===== src/rtl/uart_rx_byte_plnk.sv =====
// 8N1 UART receiver for the plank feedback link.
// Mid-bit sampling after a 2-flop synchroniser; byte or framing-error strobe.
module uart_rx_byte_plnk #(
  parameter int CLKS_PER_BIT = 434
) (
  input  logic       i_clk,
  input  logic       i_rst_n,
  input  logic       i_en,
  input  logic       i_rx_serial,
  output logic [7:0] o_rx_data,
  output logic       o_rx_valid,
  output logic       o_frame_err,
  output logic       o_rx_busy
);

  localparam int HALF_BIT = (CLKS_PER_BIT - 1) / 2;
  localparam int CW = $clog2(CLKS_PER_BIT);
  localparam logic [CW-1:0] C_HALF = CW'(HALF_BIT);
  localparam logic [CW-1:0] C_LAST = CW'(CLKS_PER_BIT - 1);

  typedef enum logic [2:0] {
    S_IDLE,
    S_START,
    S_DATA,
    S_STOP,
    S_BRK
  } state_t;

  logic          r_sync1;
  logic          r_sync2;
  state_t        r_state;
  logic [CW-1:0] r_cnt;
  logic [2:0]    r_bit;
  logic [7:0]    r_shift;
  logic [7:0]    r_data;
  logic          r_valid;
  logic          r_ferr;

  state_t        w_state_nx;
  logic [CW-1:0] w_cnt_nx;
  logic [2:0]    w_bit_nx;
  logic [7:0]    w_shift_nx;
  logic [7:0]    w_data_nx;
  logic          w_valid_nx;
  logic          w_ferr_nx;
  logic          w_last;
  logic [CW-1:0] w_cnt_inc;

  assign w_last    = (r_cnt == C_LAST);
  assign w_cnt_inc = r_cnt + CW'(1);

  always_ff @(posedge i_clk or negedge i_rst_n) begin
    if (!i_rst_n) begin
      r_sync1 <= 1'b1;
      r_sync2 <= 1'b1;
    end else begin
      r_sync1 <= i_rx_serial;
      r_sync2 <= r_sync1;
    end
  end

  always_ff @(posedge i_clk or negedge i_rst_n) begin
    if (!i_rst_n) begin
      r_state <= S_IDLE;
      r_cnt   <= '0;
      r_bit   <= '0;
      r_shift <= '0;
      r_data  <= '0;
      r_valid <= 1'b0;
      r_ferr  <= 1'b0;
    end else begin
      r_state <= w_state_nx;
      r_cnt   <= w_cnt_nx;
      r_bit   <= w_bit_nx;
      r_shift <= w_shift_nx;
      r_data  <= w_data_nx;
      r_valid <= w_valid_nx;
      r_ferr  <= w_ferr_nx;
    end
  end

  always_comb begin
    w_state_nx = r_state;
    w_cnt_nx   = r_cnt;
    w_bit_nx   = r_bit;
    w_shift_nx = r_shift;
    w_data_nx  = r_data;
    w_valid_nx = 1'b0;
    w_ferr_nx  = 1'b0;
    if (!i_en) begin
      w_state_nx = S_IDLE;
      w_cnt_nx   = '0;
      w_bit_nx   = '0;
    end else begin
      unique case (r_state)
        S_IDLE: begin
          w_cnt_nx = '0;
          if (!r_sync2) w_state_nx = S_START;
        end
        S_START: begin
          if (r_cnt == C_HALF) begin
            w_cnt_nx   = '0;
            w_state_nx = r_sync2 ? S_IDLE : S_DATA;
          end else begin
            w_cnt_nx = w_cnt_inc;
          end
        end
        S_DATA: begin
          if (w_last) begin
            w_cnt_nx          = '0;
            w_shift_nx[r_bit] = r_sync2;
            w_bit_nx          = r_bit + 3'd1;
            if (r_bit == 3'd7) w_state_nx = S_STOP;
          end else begin
            w_cnt_nx = w_cnt_inc;
          end
        end
        S_STOP: begin
          if (w_last) begin
            w_cnt_nx = '0;
            if (r_sync2) begin
              w_data_nx  = r_shift;
              w_valid_nx = 1'b1;
              w_state_nx = S_IDLE;
            end else begin
              w_ferr_nx  = 1'b1;
              w_state_nx = S_BRK;
            end
          end else begin
            w_cnt_nx = w_cnt_inc;
          end
        end
        // a held-low line must return high before a new start is accepted
        S_BRK: begin
          w_cnt_nx = '0;
          if (r_sync2) w_state_nx = S_IDLE;
        end
        default: begin
          w_state_nx = S_IDLE;
          w_cnt_nx   = '0;
          w_bit_nx   = '0;
        end
      endcase
    end
  end

  assign o_rx_data   = r_data;
  assign o_rx_valid  = r_valid;
  assign o_frame_err = r_ferr;
  assign o_rx_busy   = (r_state != S_IDLE);

endmodule


===== config.mk =====
export PLATFORM = sky130hd
export DESIGN_NAME = uart_rx_byte_plnk
export DESIGN_NICKNAME = d
export VERILOG_FILES = /design/src/rtl/uart_rx_byte_plnk.sv
export SDC_FILE = /design/constraint.sdc
export NUM_CORES = 1
export LEC_CHECK = 0
export ABC_CLOCK_PERIOD_IN_PS = 4800
export BUFFER_PORTS_ARGS = -buffer_cell sky130_fd_sc_hd__buf_2
export CORE_MARGIN = 2
export CORE_UTILIZATION = 60
export CTS_CLUSTER_SIZE = 28
export DETAILED_ROUTE_END_ITERATION = 10
export PLACE_DENSITY = 0.8
export SYNTH_ARGS = -nofsm -noshare
export SYNTH_HDL_FRONTEND = slang
export SYNTH_SLANG_ARGS = --single-unit

===== constraint.sdc =====
create_clock -name i_clk -period 4.8 [get_ports i_clk]
set_clock_uncertainty 0.1 [all_clocks]
set_input_delay 0.48 -clock i_clk [delete_from_list [all_inputs] [get_ports i_clk]]
set_output_delay 0.48 -clock i_clk [all_outputs]
set_load 0.02 [all_outputs]

==> results.md <==
- Of the total power, the share spent switching nets is 0.3209.
- The count of antenna-violating nets left after detailed routing is 0.
- The H-tree level count is 2.
- The overall overflow remaining after global route is 0.
- The final design utilization is 0.6838.
- Buffers inserted during clock tree synthesis total 5.
- The internal power of the cells is 0.0004504 W.
- The total setup violations reported at the end of the flow is 0.
- The number of DRC markers in iteration 0 is 23.
- The clock-pin transition on the worst setup and hold timing paths is 0.11 ns.
- At the end of routability-driven placement, the weighted congestion stood at 0.8617.
- The number of different library cells used by synthesis comes to 46.
- The area enclosed by the die boundary is 3388 um2.
- The number of synthesized flops with an enable pin is 0.
- The overall via count from detail_route is 1,128.
- The global-route wire length before repair is 5.037 mm.
- The net total in the final layout is 165.
- The cell area that synthesis handed to floorplanning was 1763 um2.
- Once the clock tree was built, the resizer swapped 0 gates to a different size.
- In the global route stage, met2 resource usage came out at 0.3442.
- After filler insertion, the fill cell instance count of the layout stands at 226.
- The switching power total is 0.0002129 W.
- In the global route stage, met3 resource usage came out at 0.06696.
- The number of max-slew violations in the final report is 0.
- The number of antenna violations at the first check in global routing is 0.
- The synthesized instance count is 141.
- At the pin with the least slew margin, the transition time is 0.7986 ns.
- After clock tree synthesis, the flow added hold-fix buffers numbering 0.
- IR analysis of the VDD net gives a maximum drop of 254.1 uV.
- Buffers added to address setup during post-CTS repair amount to 0.
- The flow ran to the end, and the final reports show no timing, DRC or antenna violations.
- The floorplan step set the die width to 58.21 um.
- The critical path is of the reg2reg type.
- The number of buffers on the longest clock path is 2.
- After detailed routing, the average wire length per cell comes to 15.35 um.
- Of the total power, the clock network draws 0.275.
- The global-route total usage across every layer is 0.1986.
- The count of pins on the block boundary is 15.
- In the routed design, unresolved DRC markers number 0.
- The number of hold violations in the final report is 0.
- The total of max-cap violations is 0.
- The number of antenna diodes is 0.
- The die span in y is 58.21 um.
- For the worst setup path, the data required time is 4.98 ns.
- For this run, the detailed router's first-pass iteration total came to 4.
- The maximum fanout along the worst path is 11.
- The later pin in the worst-skew pair is clocked with a latency of 0.33 ns.
- The CTS sink count is 35.
- The sequential element share of the synthesized area is 0.4982.
- TritonCTS built the clock tree.
- The HPWL after detailed placement is 2.047 mm.
- The share of total power dissipated in combinational logic is 0.193.
- The final routed wirelength across all metal layers is 2.886 mm.
- The core region is 2781 um2.
- The accumulated negative setup slack is 0 ns.
- The fraction of layout cells with a size suffix above 1 is 0.2866.
- The warning count from the yosys run is 0.
- The most instantiated flip-flop cell in the synthesis netlist is dfrtp_1.
- Each instance of the synthesized netlist takes up on average 12.50 um2.
- The clock tree root driver cell is clkbuf_4.
- Setup repair after global routing left no endpoint under its margin.
- The average vias per placed instance is 6.000.
- Port buffering added 14 buffers.
- Measured against its own limit, the worst slew margin works out to 0.4676.
- The number of global-route vias before repair came to 1,142.
- The class of the worst hold path is in2async.
- The worst path needs 2.186 ns of the cycle, external delays included.
- The final critical-path share of the clock period is 0.4555.
- Synthesis inferred 35 register bits.
- The data arrival time of the critical path is 2.36 ns.
- The areal power density over the cells is 348.8 nW/um2.
- The floorplan has 19 rows.
- In this run the static leakage power is 0.9276 nW.
- The initial cell density of the core is 0.6338.
- For this run, the top clock speed supported by timing is 457.4 MHz.
- The area growth from synthesis to layout is 7.878%.
- The worst setup path is captured at a flip-flop.
- STA classifies the critical path startpoint as a flip-flop.
- Counting every net in the synthesized netlist gives 150.
- The highest-utilization routing layer at the global route stage is met2.
- The async set-reset flop share out of synthesis is 1.000.
- The met1 usage in global routing is 0.2375.
- Of the total power, registers draw 0.531.
- The pin count of the biggest net entering global routing is 36.
-- flip-flops by register name (all words and copies together), names as in the netlist --
signal and flops:
o_frame_err 1, o_rx_data 8, o_rx_valid 1, r_bit 3
r_cnt 9, r_shift 8, r_state 3, r_sync1 1
r_sync2 1
-- synth_stat cells, types with 2 or more instances --
| cell type | count | area, um2 |
|---|---|---|
| nand2_1 | 2 | 7.510 |
| nor2b_1 | 2 | 12.51 |
| nand4b_1 | 4 | 35.03 |
| o22ai_1 | 2 | 12.51 |
| xnor2_1 | 2 | 17.52 |
| nand3_1 | 5 | 25.02 |
| a21oi_1 | 3 | 15.01 |
| buf_2 | 3 | 15.01 |
| xor2_1 | 7 | 61.31 |
| nand4_1 | 4 | 25.02 |
| nand2b_1 | 4 | 25.02 |
| inv_1 | 4 | 15.01 |
| dfstp_2 | 2 | 52.55 |
| dfrtp_1 | 33 | 825.8 |
| a32o_1 | 2 | 20.02 |
| ha_1 | 5 | 62.56 |
| mux2_2 | 8 | 90.09 |
| clkbuf_1 | 2 | 7.510 |
| nor2_1 | 13 | 48.80 |
| mux2_4 | 8 | 120.1 |
-- worst max-delay path: stages, from the launching register on --
cell	delay [ns]
dfrtp_1	0.44
inv_1	0.10
ha_1	0.19
nand4b_4	0.14
or2_1	0.27
a21oi_1	0.63
a41o_1	0.26
-- placed cells by master, fill, tap and decap left out, drive strengths merged, types with 2 or more instances in the layout --
master / n
dfrtp: 33
mux2: 16
buf: 14
nor2: 13
xor2: 7
clkbuf: 7
nand3: 5
ha: 5
nand4b: 5
inv: 4
nand2b: 4
nand4: 4
a21oi: 3
nand2: 2
xnor2: 2
nor2b: 2
a32o: 2
o22ai: 2
dfstp: 2
nand4bb: 2
and3: 2
nor3: 2
-- power groups by stage --
stage / sequential, W / combinational (W) / clock [W]
2_1_floorplan: 0.000331 / 0.000121 / 0
3_3_place_gp: 0.000355 / 0.000124 / 0
3_5_place_dp: 0.000358 / 0.000129 / 0
4_1_cts: 0.000352 / 0.000130 / 0.000189
5_1_grt: 0.000359 / 0.000142 / 0.000203
6_report: 0.000352 / 0.000128 / 0.000183
-- logic make-up (layout without fill, tap and decap cells) --
kind of cell,count (synthesis),count (layout),share of synthesized area
xor gates and xnor gates,9,9,0.04472
buffers and inverters,10,26,0.03264
and+or+nand+nor,50,50,0.2009
DFF,35,35,0.4982
AOI/OAI and AO/OA,16,16,0.06885
muxes,16,16,0.1192
adders and majority gates,5,5,0.03549
-- cell type report --
| type | instances | area (um2) | share of cell area |
|---|---|---|---|
| clock buffer | 7 | 65.06 | 0.03421 |
| inverter | 4 | 15.01 | 0.007895 |
| sequential | 35 | 878.3 | 0.4618 |
| clock inverter | 1 | 7.507 | 0.003947 |
| timing repair buffer | 14 | 70.07 | 0.03684 |
| multi-input combinational | 96 | 827.0 | 0.4349 |
| tap | 31 | 38.79 | 0.02039 |
-- metrics by stage --
step                      instances  setup WS [ns]  instance area, um2  hold slack [ns]  total power (W)
after global placement          180          2.681                1829           0.2472        0.0004788
after global routing            188          2.411                1902          0.09837        0.0007036
final                           188          2.614                1902           0.1076        0.0006633
after CTS                       188          2.582                1902           0.1097        0.0006706
after floorplan                 141          2.849                1763          0.08441        0.0004526
after detailed placement        180          2.616                1829           0.2490        0.0004866
-- layer usage --
layer	wire length, um	up-vias
li1	-	546
met4	0	0
met2	1473	23
met5	0	-
met1	1305	559
met3	108	0
-- final timing paths --
kind,startpoint,to,slack (ns),depth (start not counted)
setup / recovery,r_cnt[1],r_state[2],2.61,6
hold / removal,i_rst_n,r_shift[3],0.11,1
setup reg to reg,r_cnt[1],r_state[2],2.61,6
hold reg to reg,r_sync1,r_sync2,0.26,0
max in group asynchronous,i_rst_n,r_shift[4],4.02,1
min in group i_clk,i_rx_serial,r_sync1,0.13,1
Power figures use the tool's default switching activity.
